File: src/rtl/uart_pkg.sv
// rtl/uart_pkg.sv - shared UART state encoding and default bit-period constant
// Purpose: state encoding and timing default shared by the serial receive and
//          transmit paths.
// Contents: uart_state_t (3-bit FSM encoding), UART_CLK_DIV (50 MHz / 115200).
package uart_pkg;

  typedef enum logic [2:0] {
    ST_IDLE  = 3'd0,
    ST_START = 3'd1,
    ST_DATA  = 3'd2,
    ST_STOP  = 3'd3,
    ST_BREAK = 3'd4
  } uart_state_t;

  localparam int unsigned UART_CLK_DIV = 434;

endpackage

File: src/rtl/sync_2ff.sv
// rtl/sync_2ff.sv - two-flop synchronizer for a single asynchronous input
// Purpose: bring an asynchronous level into the clk domain with 2 cycles of latency.
// Ports:
//   clk   in   system clock, rising edge
//   rst_n in   asynchronous active-low reset; both flops load RESET_VAL
//   d     in   asynchronous input
//   q     out  synchronized copy of d
module sync_2ff #(
  parameter logic RESET_VAL = 1'b1
) (
  input  logic clk,
  input  logic rst_n,
  input  logic d,
  output logic q
);

  logic meta;

  always_ff @(posedge clk or negedge rst_n) begin
    if (!rst_n) begin
      meta <= RESET_VAL;
      q    <= RESET_VAL;
    end else begin
      meta <= d;
      q    <= meta;
    end
  end

endmodule

File: src/rtl/uart_rx_8n1.sv
// rtl/uart_rx_8n1.sv - 8N1 asynchronous serial receiver
// Purpose: recover start/data/stop frames (LSB first, no parity) from a single
//          idle-high line and present each word with a one-cycle strobe.
// Ports:
//   clk        in   system clock, rising edge
//   rst_n      in   asynchronous active-low reset
//   rx         in   serial line, idle high, asynchronous to clk
//   data_out   out  last correctly framed word, held until the next one
//   data_valid out  one-cycle pulse when data_out updates
//   frame_err  out  one-cycle pulse when the stop bit is sampled low
//   busy       out  high in every state except IDLE
module uart_rx_8n1
  import uart_pkg::*;
#(
  parameter int unsigned CLK_DIV   = UART_CLK_DIV,
  parameter int unsigned DATA_BITS = 8
) (
  input  logic                 clk,
  input  logic                 rst_n,
  input  logic                 rx,
  output logic [DATA_BITS-1:0] data_out,
  output logic                 data_valid,
  output logic                 frame_err,
  output logic                 busy
);

  localparam int unsigned CW = $clog2(CLK_DIV);
  localparam int unsigned IW = (DATA_BITS > 1) ? $clog2(DATA_BITS) : 1;
  localparam logic [CW-1:0] HALF_LAST = CW'(CLK_DIV / 2 - 1);
  localparam logic [CW-1:0] FULL_LAST = CW'(CLK_DIV - 1);
  localparam logic [IW-1:0] IDX_LAST  = IW'(DATA_BITS - 1);

  logic                 rx_s;
  uart_state_t          state;
  logic [CW-1:0]        cnt;
  logic [IW-1:0]        idx;
  logic [DATA_BITS-1:0] shreg;

  // Reset value 1 keeps the line looking idle so reset release never fakes a start edge.
  sync_2ff #(.RESET_VAL(1'b1)) u_sync (
    .clk  (clk),
    .rst_n(rst_n),
    .d    (rx),
    .q    (rx_s)
  );

  always_ff @(posedge clk or negedge rst_n) begin
    if (!rst_n) begin
      state      <= ST_IDLE;
      cnt        <= '0;
      idx        <= '0;
      shreg      <= '0;
      data_out   <= '0;
      data_valid <= 1'b0;
      frame_err  <= 1'b0;
      busy       <= 1'b0;
    end else begin
      data_valid <= 1'b0;
      frame_err  <= 1'b0;
      case (state)
        ST_IDLE: begin
          cnt <= '0;
          if (!rx_s) begin
            state <= ST_START;
            busy  <= 1'b1;
          end
        end
        // Half a bit in: confirm the start bit is still low, otherwise treat it as a glitch.
        ST_START: begin
          if (cnt == HALF_LAST) begin
            cnt <= '0;
            if (!rx_s) begin
              state <= ST_DATA;
              idx   <= '0;
            end else begin
              state <= ST_IDLE;
              busy  <= 1'b0;
            end
          end else begin
            cnt <= cnt + 1'b1;
          end
        end
        ST_DATA: begin
          if (cnt == FULL_LAST) begin
            cnt        <= '0;
            shreg[idx] <= rx_s;
            if (idx == IDX_LAST) begin
              state <= ST_STOP;
            end else begin
              idx <= idx + 1'b1;
            end
          end else begin
            cnt <= cnt + 1'b1;
          end
        end
        // Returning to IDLE right after the stop sample leaves half a bit to catch a
        // back-to-back start edge.
        ST_STOP: begin
          if (cnt == FULL_LAST) begin
            cnt <= '0;
            if (rx_s) begin
              data_out   <= shreg;
              data_valid <= 1'b1;
              state      <= ST_IDLE;
              busy       <= 1'b0;
            end else begin
              frame_err <= 1'b1;
              state     <= ST_BREAK;
            end
          end else begin
            cnt <= cnt + 1'b1;
          end
        end
        // A held-low line must go high before another frame can start.
        ST_BREAK: begin
          cnt <= '0;
          if (rx_s) begin
            state <= ST_IDLE;
            busy  <= 1'b0;
          end
        end
        default: begin
          state <= ST_IDLE;
          cnt   <= '0;
          busy  <= 1'b0;
        end
      endcase
    end
  end

endmodule

File: config.mk
export PLATFORM = sky130hd
export DESIGN_NAME = uart_rx_8n1
export DESIGN_NICKNAME = d
export VERILOG_FILES = /design/src/rtl/uart_pkg.sv /design/src/rtl/sync_2ff.sv /design/src/rtl/uart_rx_8n1.sv
export SDC_FILE = /design/constraint.sdc
export NUM_CORES = 1
export LEC_CHECK = 0
export ABC_AREA = 1
export BUFFER_PORTS_ARGS = -buffer_cell sky130_fd_sc_hd__buf_2
export CAP_MARGIN = 5
export CORE_MARGIN = 2
export CORE_UTILIZATION = 35
export CTS_CLUSTER_SIZE = 12
export DETAILED_ROUTE_END_ITERATION = 12
export PLACE_DENSITY_LB_ADDON = 0.2
export SYNTH_ARGS = -nofsm -noshare
export SYNTH_HDL_FRONTEND = slang
export SYNTH_SLANG_ARGS = --single-unit
File: constraint.sdc
create_clock -name clk -period 2.6 [get_ports clk]
set_clock_uncertainty 0.15 [all_clocks]
set_input_delay 0.26 -clock clk [delete_from_list [all_inputs] [get_ports clk]]
set_output_delay 0.26 -clock clk [all_outputs]
set_load 0.1 [all_outputs]
==> flow_results.xml <==
<?xml version="1.0" encoding="UTF-8"?>
<metrics>
  <group name="outcome">
    <metric name="outcome" unit="">finished clean</metric>
  </group>
  <group name="worst_setup_path">
    <metric name="cp_num_buf_inv" unit="">2</metric>
    <metric name="timing.critical_path.slowest_stage_cell" unit="">dfrtp_1</metric>
    <metric name="timing.critical_path.to_type" unit="">register</metric>
    <metric name="startpoint_type" unit="">register</metric>
    <metric name="setup.worst_path.start" unit="">cnt[1]$_DFF_PN0_</metric>
    <metric name="critPathTopFamily" unit="">simple AND/OR/NAND/NOR gates</metric>
    <metric name="crit_path_required_time" unit="ps">2620</metric>
    <metric name="critPathKind" unit="">register to register</metric>
    <metric name="cp_cell_sequence" unit="">inv_1, ha_1, nand2_1, nor2_1, nand2_2, clkinv_2, nand3_4, nand2_1, o21ai_2</metric>
    <metric name="crit_arrival" unit="ps">1700</metric>
    <metric name="startpoint_of_the_lowest_slack_register_to_register_path" unit="">cnt[1]$_DFF_PN0_</metric>
    <metric name="critical-path-top-cell-by-count" unit="">nand2_1</metric>
    <metric name="critical_path.max_stage_delay" unit="ps">400</metric>
    <metric name="path_max_fanout" unit="">17</metric>
  </group>
  <group name="layout">
    <metric name="layout.cells.most_common" unit="">nand2_1</metric>
    <metric name="num-nets-final" unit="">261</metric>
    <metric name="insertedDiodeCount" unit="">0</metric>
    <metric name="layout-drive-gt1-share" unit="">0.173</metric>
    <metric name="layout_common_cells" unit="">nand2_1 (68), inv_1 (40), dfrtp_1 (34)</metric>
    <metric name="areaGrowthSynthToFinish" unit="%">14.4</metric>
    <metric name="final_design_area_no_fill" unit="sq um">2110</metric>
  </group>
  <group name="min_path">
    <metric name="hold_start" unit="">u_sync.meta$_DFF_PN1_</metric>
    <metric name="holdCritPathClass" unit="">register to register</metric>
  </group>
  <group name="global_route">
    <metric name="vias_in_the_first_global_route" unit="">1328</metric>
    <metric name="grt.total_usage" unit="">0.124</metric>
    <metric name="grt_antenna_before_repair" unit="">0</metric>
    <metric name="globalRoute.totalOverflow" unit="">0</metric>
    <metric name="wire_length_of_the_first_global_routing_pass" unit="um">5820</metric>
    <metric name="grt_max_degree" unit="">37</metric>
  </group>
  <group name="cts">
    <metric name="clk-insertion-delay-late" unit="ps">290</metric>
    <metric name="postCtsSetupBuffers" unit="">0</metric>
    <metric name="tritoncts_num_sinks" unit="">36</metric>
    <metric name="path_clk_slew" unit="ps">70</metric>
    <metric name="clock_tree.root_cell" unit="">clkbuf_8</metric>
    <metric name="cts_max_level" unit="">2</metric>
    <metric name="cts_inserted_buffers" unit="">5</metric>
    <metric name="tritoncts" unit="">yes</metric>
    <metric name="worst_case_clock_buffer_depth" unit="">2</metric>
  </group>
  <group name="routing">
    <metric name="drt_pre_antenna_iters" unit="">4</metric>
    <metric name="wl_per_cell" unit="um">9.86</metric>
    <metric name="vias" unit="">1364</metric>
    <metric name="residual_drc_count" unit="">0</metric>
    <metric name="detailedRoute.firstIterationViolations" unit="">78</metric>
    <metric name="drtAntennaViolNets" unit="">0</metric>
    <metric name="detail_route.vias_per_cell" unit="">4.21</metric>
    <metric name="routed_wirelength" unit="um">3190</metric>
  </group>
  <group name="placement">
    <metric name="final_weighted_congestion_in_routability_driven_placement" unit="">0.791</metric>
    <metric name="place.port_buffers" unit="">13</metric>
    <metric name="hpwl_reported_at_the_end_of_detailed_placement" unit="um">2300</metric>
    <metric name="preCtsSetupSlack" unit="ps">909</metric>
    <metric name="standard_cell_area_after_detailed_placement" unit="sq um">1980</metric>
  </group>
  <group name="pwr">
    <metric name="cellLeakagePower" unit="nW">1.13</metric>
    <metric name="overall_power" unit="mW">1.07</metric>
    <metric name="power_per_cell_area" unit="nW/um^2">509</metric>
    <metric name="vdd_ir_drop_max" unit="V">0.000221</metric>
  </group>
  <group name="synth">
    <metric name="synth_seq_cells" unit="">36</metric>
    <metric name="yosys-top-cells-area" unit="">dfrtp_1 (46%), nand2_1 (14%), inv_1 (8.2%)</metric>
    <metric name="yosysWarningCount" unit="">0</metric>
    <metric name="synth_sequential_area_ratio" unit="">0.491</metric>
    <metric name="synth_largest_area_cell" unit="">dfrtp_1</metric>
    <metric name="synth.net_count" unit="">241</metric>
    <metric name="synth.cell_area" unit="sq um">1840</metric>
    <metric name="netlist.area_leader.share" unit="">0.462</metric>
    <metric name="ys_types" unit="">25</metric>
    <metric name="syn_area_per_cell" unit="sq um">7.90</metric>
    <metric name="postSynthCellCount" unit="">233</metric>
  </group>
  <group name="timing">
    <metric name="tightest_slew" unit="ps">803</metric>
    <metric name="fmaxAchievable" unit="MHz">596</metric>
    <metric name="final.setup.worst_slack" unit="ps">923</metric>
    <metric name="finalWorstPathRequiredPeriod" unit="ps">1680</metric>
    <metric name="relSlewSlack" unit="">0.465</metric>
    <metric name="maxSlewViolCount" unit="">0</metric>
    <metric name="rsz0062_at_grt" unit="">no</metric>
    <metric name="whs" unit="ps">206</metric>
    <metric name="post_route_setup_tns" unit="ps">0</metric>
    <metric name="fin_crit_sh" unit="">0.645</metric>
    <metric name="finalSetupViolations" unit="">0</metric>
    <metric name="hold_viol" unit="">0</metric>
  </group>
  <group name="die">
    <metric name="floorplan.die_area" unit="sq um">5850</metric>
    <metric name="die_h" unit="um">76.5</metric>
    <metric name="initial_utilization" unit="">0.363</metric>
    <metric name="die_w" unit="um">76.5</metric>
    <metric name="ioPinCount" unit="">14</metric>
    <metric name="fp.coreArea" unit="sq um">5070</metric>
    <metric name="rows" unit="">26</metric>
  </group>
  <group name="job">
    <metric name="timing.max_cap.violations" unit="">0</metric>
  </group>
</metrics>
[per-stage QoR]
step / std cells / util
after floorplan: 233 / -
after global placement: 314 / 0.390
after detailed placement: 314 / 0.390
after CTS: 324 / 0.415
after global routing: 324 / 0.415
final: 324 / 0.415
[kinds of logic after synthesis]
| logic type | count (synthesis) | share of synthesized area |
|---|---|---|
| and+or+nand+nor | 121 | 0.288 |
| buffers and inverters | 45 | 0.0965 |
| DFF | 36 | 0.491 |
| AOI/OAI and AO/OA | 24 | 0.0816 |
| adders and majority gates | 5 | 0.0340 |
| xor gates and xnor gates | 2 | 0.00952 |
[area by class of cell]
type | instances | area [sq um]
Tap cell | 70 | 87.6
Timing Repair Buffer | 15 | 85.1
Inverter | 43 | 163
Fill cell | 559 | 2970
Sequential cell | 36 | 903
Clock buffer | 6 | 72.6
Clock inverter | 2 | 35.0
Multi-Input combinational cell | 152 | 759
[flip-flops by register name (all words and copies together), names as in the netlist]
register	count
busy	1
cnt	9
data_out	8
data_valid	1
frame_err	1
idx	3
shreg	8
state	3
u_sync.meta	1
u_sync.q	1
[final timing paths]
path | slack [ps] | depth (start not counted) | end
hold reg to reg | 210 | 0 | u_sync.q$_DFF_PN1_
setup / recovery | 920 | 9 | data_out[4]$_DFFE_PN0P_
min in group asynchronous | 440 | 2 | cnt[5]$_DFF_PN0_
hold / removal | 210 | 0 | u_sync.q$_DFF_PN1_
max in group asynchronous | 1340 | 2 | data_out[2]$_DFFE_PN0P_
setup reg to reg | 920 | 9 | data_out[4]$_DFFE_PN0P_
[cell usage after synthesis (all sizes together)]
master,n
buf,1
dfrtp,34
a21oi,1
ha,5
clkbuf,1
nand2,72
o21ai,23
nand3,15
xor2,1
nor3,4
nor2,27
clkinv,1
dfstp,2
inv,42
nand3b,1
xnor2,1
nand4,2
[worst register-to-register path, stage by stage (launching register included)]
cell	delay, ps
dfrtp_1	400
inv_1	80
ha_1	170
nand2_1	60
nor2_1	110
nand2_2	90
clkinv_2	100
nand3_4	200
nand2_1	150
o21ai_2	50
[power breakdown]
part | total (mW) | internal (mW) | leakage (nW) | switching (mW)
combinational | 0.0179 | 0.00444 | 0.599 | 0.0134
sequential | 0.566 | 0.563 | 0.476 | 0.00362
clock | 0.487 | 0.285 | 0.0552 | 0.202
total | 1.07 | 0.852 | 1.13 | 0.219
[repair_timing]
item	in CTS	in global routing
gates resized for setup	0	0
setup endpoints to repair	0	0
hold buffers	2	0
endpoints found under the hold margin	35	0
[layer usage]
layer | global-route usage | part of all wire | wire (um)
met5 | 0 | 0 | 0
met4 | 0.0491 | 0.012 | 38
met3 | 0.0355 | 0.022 | 71
met2 | 0.196 | 0.44 | 1410
met1 | 0.161 | 0.52 | 1680
(Power assumes the default switching activity.)
